**src/rtl/keypad_scan_ctrl.sv**
```systemverilog
// keypad_scan_ctrl: scans a 4x4 keypad by walking an active-low row drive,
// debounces press and release using an external timer handshake, and reports
// one decoded hex key per accepted press.
module keypad_scan_ctrl #(
    parameter logic [15:0] SCAN_DIV = 16'd4800
) (
    input  logic       clk,
    input  logic       reset,
    input  logic [3:0] cols,
    output logic [3:0] rows,
    output logic       reset_count,
    input  logic       count_done,
    output logic [3:0] key_code,
    output logic       key_valid,
    output logic       key_held
);

    typedef enum logic [1:0] {
        SCAN,
        DB_PRESS,
        HELD,
        DB_RELEASE
    } state_t;

    state_t      state_q, state_d;
    logic [1:0]  row_q, row_d;
    logic [1:0]  col_q, col_d;
    logic [15:0] dwell_q, dwell_d;
    logic [3:0]  rows_q, rows_d;
    logic [3:0]  code_q, code_d;
    logic        kv_q, kv_d;
    logic        held_q, held_d;
    logic        rc_q, rc_d;
    logic        rcDly_q;
    logic [3:0]  meta_q, cs_q;

    logic        doneOk;
    logic        colOpen;
    logic        hit;
    logic [1:0]  hitCol;

    // Translate a (row, column) position into the hex legend printed on the key.
    function automatic logic [3:0] keyMap(input logic [1:0] r, input logic [1:0] c);
        logic [3:0] value;
        case ({r, c})
            4'b00_00: value = 4'h1;
            4'b00_01: value = 4'h2;
            4'b00_10: value = 4'h3;
            4'b00_11: value = 4'hA;
            4'b01_00: value = 4'h4;
            4'b01_01: value = 4'h5;
            4'b01_10: value = 4'h6;
            4'b01_11: value = 4'hB;
            4'b10_00: value = 4'h7;
            4'b10_01: value = 4'h8;
            4'b10_10: value = 4'h9;
            4'b10_11: value = 4'hC;
            4'b11_00: value = 4'hE;
            4'b11_01: value = 4'h0;
            4'b11_10: value = 4'hF;
            default:  value = 4'hD;
        endcase
        return value;
    endfunction

    // Two-flop synchronizer for the asynchronous column pins; idles at all-open.
    always_ff @(posedge clk or posedge reset) begin
        if (reset) begin
            meta_q <= 4'hF;
            cs_q   <= 4'hF;
        end else begin
            meta_q <= cols;
            cs_q   <= meta_q;
        end
    end

    // A column pattern only counts as a press when exactly one line is pulled low.
    always_comb begin
        hit    = 1'b0;
        hitCol = 2'd0;
        case (cs_q)
            4'b1110: begin hit = 1'b1; hitCol = 2'd0; end
            4'b1101: begin hit = 1'b1; hitCol = 2'd1; end
            4'b1011: begin hit = 1'b1; hitCol = 2'd2; end
            4'b0111: begin hit = 1'b1; hitCol = 2'd3; end
            default: begin hit = 1'b0; hitCol = 2'd0; end
        endcase
    end

    // The timer needs the pulse cycle and one more to clear, so done is masked then.
    assign doneOk  = count_done & ~rc_q & ~rcDly_q;
    assign colOpen = cs_q[col_q];

    // Next-state logic: scan, debounce the press, hold, debounce the release.
    always_comb begin
        state_d = state_q;
        row_d   = row_q;
        col_d   = col_q;
        dwell_d = dwell_q;
        code_d  = code_q;
        kv_d    = 1'b0;
        rc_d    = 1'b0;
        case (state_q)
            SCAN: begin
                if (dwell_q == SCAN_DIV - 16'd1) begin
                    dwell_d = 16'd0;
                    if (hit) begin
                        col_d   = hitCol;
                        rc_d    = 1'b1;
                        state_d = DB_PRESS;
                    end else begin
                        row_d = row_q + 2'd1;
                    end
                end else begin
                    dwell_d = dwell_q + 16'd1;
                end
            end
            DB_PRESS: begin
                if (colOpen) begin
                    state_d = SCAN;
                    row_d   = row_q + 2'd1;
                    dwell_d = 16'd0;
                end else if (doneOk) begin
                    state_d = HELD;
                    code_d  = keyMap(row_q, col_q);
                    kv_d    = 1'b1;
                end
            end
            HELD: begin
                if (colOpen) begin
                    state_d = DB_RELEASE;
                    rc_d    = 1'b1;
                end
            end
            DB_RELEASE: begin
                if (!colOpen) begin
                    state_d = HELD;
                end else if (doneOk) begin
                    state_d = SCAN;
                    row_d   = row_q + 2'd1;
                    dwell_d = 16'd0;
                end
            end
            default: begin
                state_d = SCAN;
                row_d   = 2'd0;
                dwell_d = 16'd0;
            end
        endcase
        held_d = (state_d == HELD) || (state_d == DB_RELEASE);
        rows_d = ~(4'b0001 << row_d);
    end

    // State and registered outputs; async reset restarts scanning at row 0.
    always_ff @(posedge clk or posedge reset) begin
        if (reset) begin
            state_q <= SCAN;
            row_q   <= 2'd0;
            col_q   <= 2'd0;
            dwell_q <= 16'd0;
            rows_q  <= 4'b1110;
            code_q  <= 4'h0;
            kv_q    <= 1'b0;
            held_q  <= 1'b0;
            rc_q    <= 1'b0;
            rcDly_q <= 1'b0;
        end else begin
            state_q <= state_d;
            row_q   <= row_d;
            col_q   <= col_d;
            dwell_q <= dwell_d;
            rows_q  <= rows_d;
            code_q  <= code_d;
            kv_q    <= kv_d;
            held_q  <= held_d;
            rc_q    <= rc_d;
            rcDly_q <= rc_q;
        end
    end

    assign rows        = rows_q;
    assign key_code    = code_q;
    assign key_valid   = kv_q;
    assign key_held    = held_q;
    assign reset_count = rc_q;

endmodule
```
**config.mk**
```make
export PLATFORM = sky130hd
export DESIGN_NAME = keypad_scan_ctrl
export DESIGN_NICKNAME = d
export VERILOG_FILES = /design/src/rtl/keypad_scan_ctrl.sv
export SDC_FILE = /design/constraint.sdc
export NUM_CORES = 1
export LEC_CHECK = 0
export CELL_PAD_IN_SITES_DETAIL_PLACEMENT = 0
export CELL_PAD_IN_SITES_GLOBAL_PLACEMENT = 2
export CORE_MARGIN = 5
export CORE_UTILIZATION = 39
export CTS_BUF_LIST = sky130_fd_sc_hd__clkbuf_4 sky130_fd_sc_hd__clkbuf_8
export CTS_CLUSTER_SIZE = 40
export DETAILED_ROUTE_END_ITERATION = 8
export GPL_TIMING_DRIVEN = 0
export PLACE_DENSITY_LB_ADDON = 0.1
export SYNTH_ARGS = -nofsm -noshare
export SYNTH_HDL_FRONTEND = slang
export SYNTH_SLANG_ARGS = --single-unit
```
**constraint.sdc**
```tcl
create_clock -name clk -period 3.1 [get_ports clk]
set_input_delay 0.62 -clock clk [delete_from_list [all_inputs] [get_ports clk]]
set_output_delay 0.62 -clock clk [all_outputs]
set_load 0.05 [all_outputs]
```
==> results.py, run 1 <==
metrics = {
    "job": {
        "maxCapViolations": 0,
    },
    "worst_hold_path": {
        "min_path_type": "reg -> reg",
    },
    "clock_tree": {
        "ctsRootBufferMaster": "clkbuf_8",
        "post_cts_buffers": 0,
        "clkSinkCount": 42,
        "h-tree-depth": 2,
        "cts_tree": "done",
        "numCtsBuffers": 5,
        "clock_latency_ps": 290,
        "hold_buffers": 0,
        "clockBufferDepth": 2,
        "ctsResizeCount": 0,
        "cts.clk_slew.worst_paths_ps": 80,
    },
    "timing": {
        "finalSetupViolations": 0,
        "hold_ws_ps": 352,
        "fin_skew_ps": 9.37,
        "worst_pin_slew_ps": 646,
        "rsz0062_at_grt": "no",
        "min_period_ps": 2580,
        "maxSlewViolCount": 0,
        "setup_tns_ps": 0,
        "timing.slew.headroom_pct": 56.5,
        "period_share_pct": 83.3,
        "clock.fmax_ghz": 0.387,
        "hold_viol": 0,
    },
    "final_layout": {
        "layout-drive-gt1-share_pct": 13.8,
        "fin_area_um2": 2690,
        "syn_to_final_growth_pct": 17.1,
        "diodes": 0,
        "final_nets": 269,
    },
    "floorplan": {
        "dieArea_um2": 7540,
        "die_h_um": 86.8,
        "initial_core_util_pct": 39.6,
        "rows": 28,
        "pin_count": 18,
        "die_w_um": 86.8,
        "coreArea_um2": 5820,
    },
    "setup_path": {
        "start_kind": "primary input",
        "end_kind": "flip-flop",
        "cp.arrival_ps": 2740,
        "path_class": "in -> reg",
        "cp.required_ps": 3260,
        "critPathMaxFanout": 10,
    },
    "drt": {
        "via_count": 1707,
        "routedWlPerCell_um": 14.4,
        "finalWirelength_um": 4710,
        "detail_route.vias_per_cell": 5.20,
        "detail_route.first_pass.iterations": 4,
        "drc_errors": 0,
        "drt_iter0_markers": 55,
        "drtAntennaViolNets": 0,
    },
    "synth": {
        "syn_area_um2": 2300,
        "synth_cell_types": 51,
        "synth-simple-area-share_pct": 22.5,
        "synth_xor_area_share_pct": 3.81,
        "synth_fa_ha_area_share_pct": 5.44,
        "yosysSeqAreaShare_pct": 46.3,
        "synth.area.mux_share_pct": 3.86,
        "synth_top_flop_cell": "dfrtp_1",
        "synth_seq_cells": 42,
        "syn_inst": 227,
        "synth-async-reset-ratio_pct": 100,
        "ys_warn_count": 0,
        "synth_fp_nets": 244,
        "synth_top_family_by_area": "simple AND/OR/NAND/NOR gates",
        "synth-compound-area-share_pct": 14.4,
        "synth-edff-count": 0,
        "post_synth.cell_area_avg_um2": 10.1,
    },
    "power_and_ir_drop": {
        "peakVddDrop_mv": 0.340,
        "power_density_nw_per_um2": 771,
        "leakage_nw": 1.12,
    },
    "global_route": {
        "grt_max_degree": 36,
        "grt_pass1_vias": 1683,
        "grt-ovfl-total": 0,
        "antenna_found_initial": 0,
        "grt_pass1_wl_um": 8060,
        "track_usage_pct": 13.6,
    },
    "status": {
        "status": "completed",
    },
    "placed_design": {
        "hpwl_um": 3470,
        "gp_congestion": 0.741,
        "port_buffers": 17,
        "place_area_um2": 2580,
    },
}
[state kept, by name (all words and copies together), names as in the netlist]
name / cells
dwell_q: 16
cs_q: 4
key_code: 4
meta_q: 4
rows: 4
col_q: 2
row_q: 2
state_q: 2
key_held: 1
key_valid: 1
rcDly_q: 1
reset_count: 1
[critical path, cell delays in order]
cell and delay, ps:
clkdlybuf4s50_1 480, nor3b_2 380, a21boi_4 170, or3_1 410, buf_6 160, nor2_1 410, nor2_1 100
[routing by layer]
layer	up-vias	track usage [%]	share of wire (%)
met4	0	4.25	1.3
li1	875	-	-
met3	5	3.14	2.7
met2	18	23.8	51
met5	-	0	0
met1	809	16.4	45
[final timing paths]
check,endpoint,start,slack [ps],depth (start not counted)
max,dwell_q[8],count_done,520,7
min,cs_q[0],meta_q[0],350,0
max reg2reg,key_code[3],state_q[1],540,9
min reg2reg,cs_q[0],meta_q[0],350,0
max in group asynchronous,meta_q[1],reset,2070,3
min in group asynchronous,key_code[0],reset,530,2
[layout make-up]
type / count / area (um2)
plain buffers: 8 / 41.3
repair buffers: 18 / 190
clock inverters: 3 / 40.0
well taps: 75 / 93.8
inverters: 12 / 45.0
fillers: 571 / 3120
flip-flops and latches: 42 / 1060
clock buffers: 5 / 68.8
multi-input cells: 165 / 1150
[cell usage in the layout (no fill, tap or decap), types with 4 or more instances in the layout]
master           instances
clkbuf_1                 6
a21oi_1                  8
inv_1                   11
nand3_1                 13
dfrtp_1                 31
nor2b_1                  5
nand2_1                 23
xnor2_1                  9
o21ai_0                 14
ha_1                    10
dfstp_2                 11
nor4bb_1                 4
clkbuf_8                 5
clkdlybuf4s50_1         17
nor4_1                   4
nor3_1                   6
nor2_1                  11
[power breakdown]
part           switching, W  leakage, nW  internal, W
Sequential        0.0000653        0.535     0.000662
Combinational      0.000592        0.525     0.000337
Clock              0.000185       0.0579     0.000237
Total              0.000842         1.12      0.00124
[per-stage QoR]
stage	utilization [%]	std cells	total power, W	worst slack, ps
6_report	46.3	328	0.00208	517
3_3_place_gp	44.1	319	0.00168	198
5_1_grt	46.3	328	0.00223	250
2_1_floorplan	-	227	0.00142	910
3_5_place_dp	44.4	320	0.00168	173
4_1_cts	46.3	328	0.00211	493
[cells in the mapped netlist, types with 2 or more instances]
master / count / area [um2]
mux2_2: 3 / 33.8
dfstp_2: 11 / 289
a21o_1: 2 / 15.0
nor3b_1: 3 / 22.5
o22ai_1: 2 / 12.5
and4_1: 3 / 26.3
nand2b_1: 3 / 18.8
nor2_1: 11 / 41.3
nand2_1: 23 / 86.3
nor4_1: 4 / 25.0
nor2b_1: 5 / 31.3
a22o_1: 2 / 17.5
a311oi_1: 2 / 17.5
o31ai_1: 2 / 15.0
nor4b_1: 3 / 26.3
o21ai_1: 2 / 10.0
dfrtp_1: 31 / 776
and3_1: 3 / 18.8
nor4bb_1: 4 / 40.0
nand3_1: 13 / 65.1
o21ai_0: 14 / 70.1
nand4_1: 3 / 18.8
inv_1: 12 / 45.0
nor3_1: 6 / 30.0
mux4_2: 2 / 45.0
xnor2_1: 9 / 78.8
ha_1: 10 / 125
or4_1: 2 / 15.0
clkbuf_1: 6 / 22.5
a21oi_1: 8 / 40.0
or3_1: 3 / 18.8
[logic make-up after synthesis]
kind of cell	count (synthesis)
simple gates	92
xor+xnor	10
flops	42
fa+ha+maj	10
compound gates	47
mux	6
buf+inv	20
Power figures use the tool's default switching activity.
==> inputs of run 2 (changes only) <==
--- a/config.mk
+++ b/config.mk
@@ -8,7 +8,7 @@
 export CELL_PAD_IN_SITES_DETAIL_PLACEMENT = 0
 export CELL_PAD_IN_SITES_GLOBAL_PLACEMENT = 2
 export CORE_MARGIN = 5
-export CORE_UTILIZATION = 39
+export CORE_UTILIZATION = 35
 export CTS_BUF_LIST = sky130_fd_sc_hd__clkbuf_4 sky130_fd_sc_hd__clkbuf_8
 export CTS_CLUSTER_SIZE = 40
 export DETAILED_ROUTE_END_ITERATION = 8
==> constraint.sdc (replaced) <==
create_clock -name clk -period 2.2 [get_ports clk]
set_input_delay 0.44 -clock clk [delete_from_list [all_inputs] [get_ports clk]]
set_output_delay 0.44 -clock clk [all_outputs]
set_load 0.05 [all_outputs]
==> run 2 against run 1 <==
  * Sequential power grew 42%
  * Highest routed layer unchanged
  * Worst hold slack lost 3.6 ps
  * Cell area grew 8.3%
==> results.py, run 2 (same netlist as run 1, synthesis figures left out) <==
metrics = {
    "clock_tree": {
        "clock_latency_ps": 290,
        "numCtsBuffers": 5,
        "ctsRootBufferMaster": "clkbuf_8",
        "cts.clk_slew.worst_paths_ps": 80,
        "h-tree-depth": 2,
        "cts_tree": "done",
        "clkSinkCount": 42,
        "clockBufferDepth": 2,
    },
    "timing": {
        "maxSlewViolCount": 0,
        "hold_viol": 0,
        "setup_tns_ps": 0,
        "timing.slew.headroom_pct": 49.1,
        "min_period_ps": 2120,
        "worst_pin_slew_ps": 758,
        "period_share_pct": 96.4,
        "rsz0062_at_grt": "yes",
        "finalSetupViolations": 0,
        "fin_skew_ps": 8.13,
        "clock.fmax_ghz": 0.472,
    },
    "floorplan": {
        "initial_core_util_pct": 36.0,
        "die_h_um": 91.1,
        "dieArea_um2": 8300,
        "rows": 29,
        "coreArea_um2": 6390,
        "die_w_um": 91.1,
        "pin_count": 18,
    },
    "setup_path": {
        "path_class": "reg -> reg",
        "cp.required_ps": 2420,
        "r2r_start": "dwell_q[6]",
        "cp.arrival_ps": 2340,
        "critPathMaxFanout": 8,
        "end_kind": "flip-flop",
        "critPathLaunch": "dwell_q[6]",
        "start_kind": "flip-flop",
    },
    "drt": {
        "detail_route.first_pass.iterations": 4,
        "routedWlPerCell_um": 15.3,
        "via_count": 1770,
        "drtAntennaViolNets": 0,
        "drc_errors": 0,
        "drt_iter0_markers": 57,
        "detail_route.vias_per_cell": 5.21,
        "finalWirelength_um": 5200,
    },
    "final_layout": {
        "layout_common_cells": "30 x dfrtp_1, 23 x nand2_1, 16 x clkdlybuf4s50_1, 13 x o21ai_0, 13 x nand3_1",
        "regMostFlops": "dwell_q",
        "layout-drive-gt1-share_pct": 24.7,
        "fin_area_um2": 2920,
        "fillers": 618,
        "largest_reg_flops": 16,
        "diodes": 0,
        "final_common_cell": "dfrtp_1",
        "final_nets": 279,
        "final_cells": 340,
        "syn_to_final_growth_pct": 26.8,
    },
    "global_route": {
        "grt-ovfl-total": 0,
        "track_usage_pct": 12.6,
        "grt_pass1_vias": 1781,
        "antenna_found_initial": 0,
        "grt_pass1_wl_um": 8550,
        "grt_max_degree": 23,
    },
    "job": {
        "maxCapViolations": 0,
    },
    "worst_hold_path": {
        "min_path_type": "reg -> reg",
        "min-delay-start": "meta_q[3]",
    },
    "power_and_ir_drop": {
        "power_density_nw_per_um2": 1060,
        "peakVddDrop_mv": 0.583,
        "leakage_nw": 1.20,
    },
    "status": {
        "status": "completed",
    },
    "placed_design": {
        "placedCellCount": 322,
        "gp_congestion": 0.751,
        "hpwl_um": 3640,
        "port_buffers": 17,
        "place_area_um2": 2590,
    },
}
run 2: cell count changes in the layout (fill, tap and decap cells not counted), moves of 2 or more:
cell / change
buf_4: +11
clkbuf_1: -3
ha_1: -3
ha_2: +2
nor4bb_1: -3
nor4bb_2: +2
run 2: critical path, stage by stage, from the launching register on:
cell       delay, ps
dfrtp_1          480
nor4b_4          340
nand4_1          130
buf_4            180
o41ai_4          480
nor2b_4          260
a2bb2oi_1        180
run 2: where the power goes:
part	internal, W	switching [W]
clock	0.000252	0.000269
combinational	0.000612	0.000929
sequential	0.000934	0.0000943
total	0.00180	0.00129
run 2: per-stage QoR:
stage          hold slack, ps  util (%)  power [W]  setup slack, ps
2_1_floorplan             345         -    0.00200             10.1
3_3_place_gp              346      40.2    0.00239             -611
3_5_place_dp              347      40.6    0.00238             -619
4_1_cts                   357      43.6    0.00299             21.2
5_1_grt                   352      45.7    0.00331            -13.6
6_report                  349      45.7    0.00309             79.9
run 2: area by class of cell:
type	instances	area [um2]	area share, %
Clock inverter	2	12.5	0.429
Inverter	12	45.0	1.54
Tap cell	77	96.3	3.30
Timing Repair Buffer	30	290	9.95
Clock buffer	6	82.6	2.83
Sequential cell	42	1070	36.5
Buffer	6	45.0	1.54
Multi-Input combinational cell	165	1280	43.9
run 2: routing by layer:
| metal | track usage (%) | vias up | wire length (um) | share of wire (%) |
|---|---|---|---|---|
| met1 | 15.1 | 846 | 2340 | 45 |
| met3 | 2.64 | 7 | 142 | 2.7 |
| met5 | 0 | - | 0 | 0 |
| met4 | 4.40 | 0 | 69 | 1.3 |
| met2 | 22.2 | 19 | 2650 | 51 |
| li1 | - | 898 | - | - |
run 2: final timing paths:
kind | slack (ps) | cells after the start | end
setup / recovery | 80 | 6 | row_q[1]
max in group asynchronous | 1150 | 3 | meta_q[2]
setup reg to reg | 80 | 6 | row_q[1]
hold / removal | 350 | 0 | cs_q[3]
min in group asynchronous | 490 | 2 | dwell_q[10]
hold reg to reg | 350 | 0 | cs_q[3]
run 2: timing repair:
action	4_1_cts	5_1_grt
gates resized for setup	13	19
setup endpoints to repair	30	18
hold buffers	0	0
pin swaps	3	6
setup buffers	5	7
